--- src/rtl/mac_pkg.sv ---
// mac_pkg: definitions shared across the MAC RX path.
//   - Ethertype constants for the L3 protocols the receive path knows about.
//   - State encoding of the ethertype demultiplexer.
package mac_pkg;

  localparam logic [15:0] ETH_TYPE_IP   = 16'h0800;
  localparam logic [15:0] ETH_TYPE_ARP  = 16'h0806;
  localparam logic [15:0] ETH_TYPE_IPV6 = 16'h86DD;

  typedef enum logic [1:0] {
    IDLE = 2'd0,
    FWD  = 2'd1,
    DROP = 2'd2
  } demux_state_e;

endpackage

--- src/rtl/mac_type_match.sv ---
// mac_type_match: combinational ethertype lookup.
// Compares i_type against every 16-bit entry of i_table. When more than one
// entry matches, the lowest index wins.
// Ports:
//   i_type   ethertype under test
//   i_table  P_CH packed entries, entry k at [16k+15:16k]
//   o_hit    at least one entry matched
//   o_idx    index of the lowest matching entry (0 when no hit)
module mac_type_match #(
  parameter int P_CH    = 2,
  parameter int P_IDX_W = 1
) (
  input  logic [15:0]        i_type,
  input  logic [P_CH*16-1:0] i_table,
  output logic               o_hit,
  output logic [P_IDX_W-1:0] o_idx
);

  // Scan from the top down so a lower matching index overwrites a higher one.
  always_comb begin
    o_hit = 1'b0;
    o_idx = '0;
    for (int k = P_CH - 1; k >= 0; k--) begin
      if (i_table[k*16 +: 16] == i_type) begin
        o_hit = 1'b1;
        o_idx = P_IDX_W'(k);
      end
    end
  end

endmodule

--- src/rtl/mac_type_demux.sv ---
// mac_type_demux: routes MAC payload frames to one of P_CH channels by
// ethertype. The route is chosen on the first beat of a frame and held until
// its last beat. Unmatched frames go to P_DEFAULT_CH when P_DEFAULT_EN is set,
// otherwise they are discarded and counted. One cycle of latency, all outputs
// registered, no backpressure.
// Ports:
//   i_clk, i_rst      clock, asynchronous active-high reset
//   i_pre_type        ethertype, looked at on the first valid beat only
//   i_pre_data        payload beat
//   i_pre_valid       beat valid
//   i_pre_last        last beat of frame (qualified by i_pre_valid)
//   o_ch_data         per-channel data, channel k at [k*P_DATA_W +: P_DATA_W]
//   o_ch_valid        per-channel valid (one-hot or zero)
//   o_ch_last         per-channel last
//   o_drop_pulse      one-cycle pulse per dropped frame
//   o_drop_cnt        saturating dropped-frame count
module mac_type_demux
  import mac_pkg::*;
#(
  parameter int                 P_CH         = 2,
  parameter int                 P_DATA_W     = 8,
  parameter logic [P_CH*16-1:0] P_TYPE_TABLE = {ETH_TYPE_ARP, ETH_TYPE_IP},
  parameter bit                 P_DEFAULT_EN = 1'b0,
  parameter int                 P_DEFAULT_CH = 0,
  parameter int                 P_CNT_W      = 16
) (
  input  logic                     i_clk,
  input  logic                     i_rst,
  input  logic [15:0]              i_pre_type,
  input  logic [P_DATA_W-1:0]      i_pre_data,
  input  logic                     i_pre_valid,
  input  logic                     i_pre_last,
  output logic [P_CH*P_DATA_W-1:0] o_ch_data,
  output logic [P_CH-1:0]          o_ch_valid,
  output logic [P_CH-1:0]          o_ch_last,
  output logic                     o_drop_pulse,
  output logic [P_CNT_W-1:0]       o_drop_cnt
);

  localparam int IDX_W = (P_CH > 1) ? $clog2(P_CH) : 1;
  localparam logic [IDX_W-1:0] DEF_CH = IDX_W'(P_DEFAULT_CH);

  function automatic logic [P_CNT_W-1:0] sat_inc(input logic [P_CNT_W-1:0] v);
    return (&v) ? v : v + P_CNT_W'(1);
  endfunction

  demux_state_e              state_q, state_d;
  logic [IDX_W-1:0]          sel_q, sel_d;
  logic [P_CH*P_DATA_W-1:0]  data_q, data_d;
  logic [P_CH-1:0]           valid_q, valid_d;
  logic [P_CH-1:0]           last_q, last_d;
  logic                      drop_pulse_q, drop_pulse_d;
  logic [P_CNT_W-1:0]        drop_cnt_q, drop_cnt_d;

  logic                      match_hit;
  logic [IDX_W-1:0]          match_idx;
  logic                      route_ok;
  logic [IDX_W-1:0]          route_ch;
  logic                      emit_en;
  logic [IDX_W-1:0]          emit_ch;

  mac_type_match #(
    .P_CH    (P_CH),
    .P_IDX_W (IDX_W)
  ) u_match (
    .i_type  (i_pre_type),
    .i_table (P_TYPE_TABLE),
    .o_hit   (match_hit),
    .o_idx   (match_idx)
  );

  // Candidate route for a first beat: table hit, else the default channel.
  always_comb begin
    route_ok = match_hit | P_DEFAULT_EN;
    route_ch = match_hit ? match_idx : DEF_CH;
  end

  always_comb begin
    state_d      = state_q;
    sel_d        = sel_q;
    drop_cnt_d   = drop_cnt_q;
    drop_pulse_d = 1'b0;
    emit_en      = 1'b0;
    emit_ch      = sel_q;
    valid_d      = '0;
    last_d       = '0;
    data_d       = '0;

    case (state_q)
      IDLE: begin
        if (i_pre_valid) begin
          if (route_ok) begin
            sel_d   = route_ch;
            emit_en = 1'b1;
            emit_ch = route_ch;
            state_d = i_pre_last ? IDLE : FWD;
          end else begin
            drop_pulse_d = 1'b1;
            drop_cnt_d   = sat_inc(drop_cnt_q);
            state_d      = i_pre_last ? IDLE : DROP;
          end
        end
      end
      // Type is deliberately ignored here: the route is fixed per frame.
      FWD: begin
        if (i_pre_valid) begin
          emit_en = 1'b1;
          emit_ch = sel_q;
          if (i_pre_last) state_d = IDLE;
        end
      end
      DROP: begin
        if (i_pre_valid && i_pre_last) state_d = IDLE;
      end
      default: state_d = IDLE;
    endcase

    // Steer the beat onto exactly one channel; idle channels carry zero data.
    for (int k = 0; k < P_CH; k++) begin
      if (emit_en && (emit_ch == IDX_W'(k))) begin
        valid_d[k]                      = 1'b1;
        last_d[k]                       = i_pre_last;
        data_d[k*P_DATA_W +: P_DATA_W]  = i_pre_data;
      end
    end
  end

  always_ff @(posedge i_clk or posedge i_rst) begin
    if (i_rst) begin
      state_q      <= IDLE;
      sel_q        <= '0;
      data_q       <= '0;
      valid_q      <= '0;
      last_q       <= '0;
      drop_pulse_q <= 1'b0;
      drop_cnt_q   <= '0;
    end else begin
      state_q      <= state_d;
      sel_q        <= sel_d;
      data_q       <= data_d;
      valid_q      <= valid_d;
      last_q       <= last_d;
      drop_pulse_q <= drop_pulse_d;
      drop_cnt_q   <= drop_cnt_d;
    end
  end

  assign o_ch_data    = data_q;
  assign o_ch_valid   = valid_q;
  assign o_ch_last    = last_q;
  assign o_drop_pulse = drop_pulse_q;
  assign o_drop_cnt   = drop_cnt_q;

endmodule

--- config.mk ---
export PLATFORM = sky130hd
export DESIGN_NAME = mac_type_demux
export DESIGN_NICKNAME = d
export VERILOG_FILES = /design/src/rtl/mac_pkg.sv /design/src/rtl/mac_type_match.sv /design/src/rtl/mac_type_demux.sv
export SDC_FILE = /design/constraint.sdc
export NUM_CORES = 1
export LEC_CHECK = 0
export BUFFER_PORTS_ARGS = -buffer_cell sky130_fd_sc_hd__buf_4
export CAP_MARGIN = 20
export CORE_ASPECT_RATIO = 1.5
export CORE_MARGIN = 2
export CORE_UTILIZATION = 40
export DETAILED_ROUTE_END_ITERATION = 8
export PLACE_DENSITY = 0.68
export REMOVE_ABC_BUFFERS = 1
export SLEW_MARGIN = 20
export SYNTH_ARGS = -nofsm -noshare
export SYNTH_HDL_FRONTEND = slang
export SYNTH_SLANG_ARGS = --single-unit
--- constraint.sdc ---
create_clock -name i_clk -period 3.78 [get_ports i_clk]
set_input_delay 0.189 -clock i_clk [delete_from_list [all_inputs] [get_ports i_clk]]
set_output_delay 0.189 -clock i_clk [all_outputs]
set_load 0.03 [all_outputs]
# Yosys cells after proc, flatten, opt, wreduce, memory -nomap -nowiden
# Index checks and enable logic that the tools add are counted.
[classes]
div_mod_pow = 0
addsub = 1
n_bitwise = 3
shift = 0
n_mul = 0
magnitude_cmp = 0
eq_ne = 8
n_mux = 27
reduce_logical = 7
[op_table]
columns = ["cell", "n"]
rows = [
  ["== test 12 x 16 -> 1 bit (first input constant)", 2],
  ["two-way mux 1 bit", 17],
  ["adder 16 x 1 -> 16 bit (second input constant)", 1],
  ["two-way mux 8 bit", 2],
  ["AND reduction 16 bit", 1],
  ["two-way mux 2 bit", 6],
  ["!= test 2 bit (second input constant)", 4],
  ["AND reduction 4 bit", 2],
  ["case mux 2 bit (3 select lines)", 1],
  ["logical AND 1 bit", 3],
  ["NOT 1 bit", 3],
  ["== test 2 x 1 -> 1 bit (second input constant)", 1],
  ["== test 2 bit (second input constant)", 1],
  ["logical NOT 2 bit", 1],
  ["case mux 1 bit (2 select lines)", 1],
]
[totals]
latchBits = 0
reg_bits = 40
in_bits = 28
ram_bits = 0
wordCells = 53
output_inout_bits = 37
rom_bits = 0
n_memories = 0

# Logic depth before layout (Yosys ltp)
[depth]
depth_word = 9
depth_mapped = 7

# By module
# Synthesis repeated with hierarchy kept, for this count alone.
[hier_totals]
hier_cells = 171
hier_area_um2 = 1939.4
[modules_own_cells]
columns = ["mod", "instances", "cells_each", "area_per_inst_um2"]
rows = [
  ["mac_type_demux", 1, 127, 1580.3],
  ["mac_type_match", 1, 44, 359.1],
]

# Worst setup path before layout
# OpenSTA, ideal clock, no wires.
[synth_timing]
kind = "register to register"
startpoint = "reg drop_cnt_q[0] (netlist: o_drop_cnt[0])"
endpoint = "reg drop_cnt_q[1] (netlist: o_drop_cnt[1])"
arrival_time_ns = 1.901
setup_time_ns = 0.125
path_slack_ns = 1.754
stages_incl_launch_ff = 8
path_cell_list = "dfrtp_1 -> ha_1 -> nand2_1 -> or3_1 -> buf_6 -> nor2_4 -> nor2_2 -> mux2_4"
[synth_via]
elab_chain_len = 3
word_cells_on_any_way = 4
[synth_rtl]
columns = ["item", "line_no", "text"]
rows = [
  ["start: declaration", "mac_type_demux.sv:53", "logic [P_CNT_W-1:0] drop_cnt_q, drop_cnt_d;"],
  ["start signal: assignment", "mac_type_demux.sv:144", "drop_cnt_q <= drop_cnt_d;"],
  ["branches (longest 3 deep; another with adder 16 x 1 -> 16 bit)", "n/a", ""],
]
# Several ways; the timed one is not identified.
# A chain may end at the register's enable or synchronous reset.

# Final worst setup path
[layout_timing]
startpoint = "reg drop_cnt_q[0] (netlist: o_drop_cnt[0])"
endpoint = "reg drop_cnt_q[11] (netlist: o_drop_cnt[11])"
# The elaborated chain is that of the path after synthesis.

==> impl_metrics.csv <==
group,metric,value,unit
status,status,"finished clean",
worst_setup_path,r2r-start,"o_drop_cnt[0]",
synthesis,syn_area,1790,µm²
route,vias,1389,
final_layout,area_growth,35.7,%
worst_setup_path,r2r_setup_slack,1740,ps
clock_network,htree_levels,2,
floorplanning,fp.dieW,58.6,µm
sta,setup_tns,0,ps
final_layout,antennaDiodeCount,0,
worst_setup_path,path_buf_inv,0,
sta,slew_headroom,0.533,
synthesis,async_flop_share,1.00,
route,drcViolationCount,0,
pwr,power.density,439,nW/µm²
place,dp.cells,257,
floorplanning,fp.dieH,85.8,µm
synthesis,netlist_instances,150,
sta,rsz0062_at_grt,"false",
clock_network,post_cts_resized,0,
global_route,antenna_found_initial,0,
global_route,grt_pass1_wl,6270,µm
route,antenna_left,0,
clock_network,cts_tree,"done",
pwr,peakVddDrop,0.000297,V
worst_hold_path,hold_class,"input port to async pin",
clock_network,clk-insertion-delay-late,290,ps
place,gp_congestion,0.760,
sta,min_period,2040,ps
sta,clock_skew,2.99,ps
worst_setup_path,start_kind,"flip-flop",
final_layout,nFillCells,382,
worst_setup_path,arrival,2210,ps
route,drtIter0Drc,36,
sta,fmax,490,MHz
synthesis,avgSynthCellArea,11.9,µm²
run,drv_cap,0,
route,routed_via_density,5.24,
global_route,groute.usage.overall,0.160,
worst_setup_path,slowest_stage,"or3_1",
sta,holdWs,13.4,ps
clock_network,clock_tree.root_cell,"clkbuf_8",
worst_setup_path,slowest_delay,560,ps
final_layout,final_common_cell,"buf_4",
floorplanning,initial_core_util,0.421,
sta,hold_viol,0,
floorplanning,pin_count,65,
synthesis,ys.flop_type,"dfrtp_1",
clock_network,path_clk_slew,80,ps
worst_setup_path,path_class,"flip-flop to flip-flop",
route,routed_wl,3780,µm
place,placed_area,2310,µm²
worst_setup_path,r2r_end,"o_drop_cnt[11]",
sta,setup_viol,0,
floorplanning,die_area,5030,µm²
clock_network,cts_buffers,5,
synthesis,synth.yosys.seq_area_share,0.561,
worst_setup_path,path_cells,"ha_1 > nand2_1 > or3_1 > o221ai_2 > nor2_1 > xor2_1",
route,post_drt_wl_per_cell,14.3,µm
final_layout,drive_above_1_share,0.416,
final_layout,layout_common_cells,"buf_4, dfrtp_1, nor2_1",
final_layout,layout.nets,247,
sta,finalCritPeriodShare,0.540,
route,firstDrtPassIters,4,
worst_setup_path,crit_fanout,7,
worst_setup_path,critical-path-top-delay-family,"simple AND/OR/NAND/NOR gates",
sta,slew_violations,0,
worst_setup_path,worstRegToRegCells,6,
synthesis,synth-edff-count,0,
global_route,grt_start_max_net_pins,41,
floorplanning,placementRows,29,
clock_network,clock_sinks,40,
final_layout,final_cells,265,
place,dp_hpwl,2770,µm
final_layout,fin_area,2420,µm²
worst_setup_path,cp.required,3950,ps
clock_network,clock_path_buffers,2,
clock_network,ctsHoldBuffers,0,
place,numPortBuffers,64,
worst_setup_path,worstSetupEndpointType,"flip-flop",
synthesis,synth_warnings,0,
synthesis,synth.distinct_cells,42,
synthesis,synth-seq-cells,40,
global_route,overflow,0,
floorplanning,coreArea,4250,µm²
sta,worst_slew_pin_slew,700,ps
clock_network,post-cts-setup-buffers,0,
global_route,grt_pass1_vias,1345,
pwr,leakagePower,1.20,nW
-- how the worst max path moves through the flow --
stage | endpoint | start | slack, ps | cells after the start
6_report | o_drop_cnt[11] | o_drop_cnt[0] | 1740 | 6
3_3_place_gp | o_ch_valid[1] | i_pre_type[6] | 1580 | 5
5_1_grt | o_drop_cnt[15] | o_drop_cnt[0] | 1610 | 6
2_1_floorplan | o_drop_cnt[1] | o_drop_cnt[0] | 1730 | 6
3_5_place_dp | o_ch_data[15] | i_pre_type[6] | 1490 | 5
4_1_cts | o_ch_data[15] | state_q[1] | 1570 | 3
-- sequential cells by signal (all words and copies together) (netlist names) --
signal / count
o_ch_data: 16
o_drop_cnt: 16
o_ch_last: 2
o_ch_valid: 2
state_q: 2
o_drop_pulse: 1
sel_q: 1
-- power by group --
part           leakage [nW]  switching, W  internal, W
Combinational         0.615      0.000126    0.0000938
Sequential            0.535     0.0000437     0.000459
Clock                0.0552      0.000146     0.000196
Total                  1.20      0.000315     0.000749
-- per-layer routing --
metal | GRT usage | wire length [µm]
met1 | 0.195 | 1400
met2 | 0.270 | 2040
met3 | 0.0558 | 311
met4 | 0.0381 | 27
met5 | 0 | 0
-- logic make-up (layout without fill, tap and decap cells) --
family / Yosys count / in the layout / synth area share
AO/OA/AOI/OAI: 10 / 10 / 0.0589
XOR/XNOR: 15 / 15 / 0.0778
adder cells (fa/ha/maj): 1 / 1 / 0.00701
buffers and inverters: 7 / 76 / 0.0203
flip-flops: 40 / 40 / 0.561
multiplexers: 2 / 2 / 0.0140
AND/OR/NAND/NOR: 75 / 75 / 0.261
-- worst register-to-register path, stage by stage (launching register included) --
cell      delay (ps)
dfrtp_1          410
ha_1             200
nand2_1          130
or3_1            560
o221ai_2         370
nor2_1           110
xor2_1           150
-- Yosys cell counts, types with 2 or more instances --
| master | n | share of area |
|---|---|---|
| nand4_1 | 2 | 0.0070 |
| buf_2 | 2 | 0.0056 |
| nor4b_2 | 2 | 0.017 |
| nor2_1 | 15 | 0.032 |
| xor2_1 | 13 | 0.064 |
| inv_1 | 3 | 0.0063 |
| nor4_2 | 3 | 0.021 |
| nand3_1 | 12 | 0.034 |
| or3_1 | 3 | 0.011 |
| dfrtp_1 | 40 | 0.56 |
| nand2_1 | 9 | 0.019 |
| nor3_1 | 5 | 0.014 |
| and2_1 | 2 | 0.0070 |
| nor2b_1 | 11 | 0.039 |
-- metrics by stage --
step	total power (W)	util	setup WS, ps
floorplan	0.000632	-	1730
global placement	0.000727	0.543	1580
detailed placement	0.000731	0.543	1490
CTS	0.00107	0.569	1570
global route	0.00111	0.571	1610
finish	0.00106	0.571	1740
-- cell type report --
cell class                      instances  area, µm²  area share
Sequential cell                        40       1000       0.413
Multi-Input combinational cell        103        757       0.313
Timing Repair Buffer                   65        488       0.201
Clock buffer                            6       72.6      0.0300
Tap cell                               46       57.6      0.0238
Clock inverter                          2       35.0      0.0145
Inverter                                3       11.3     0.00465
No activity file was read; power rests on OpenSTA's default activity.
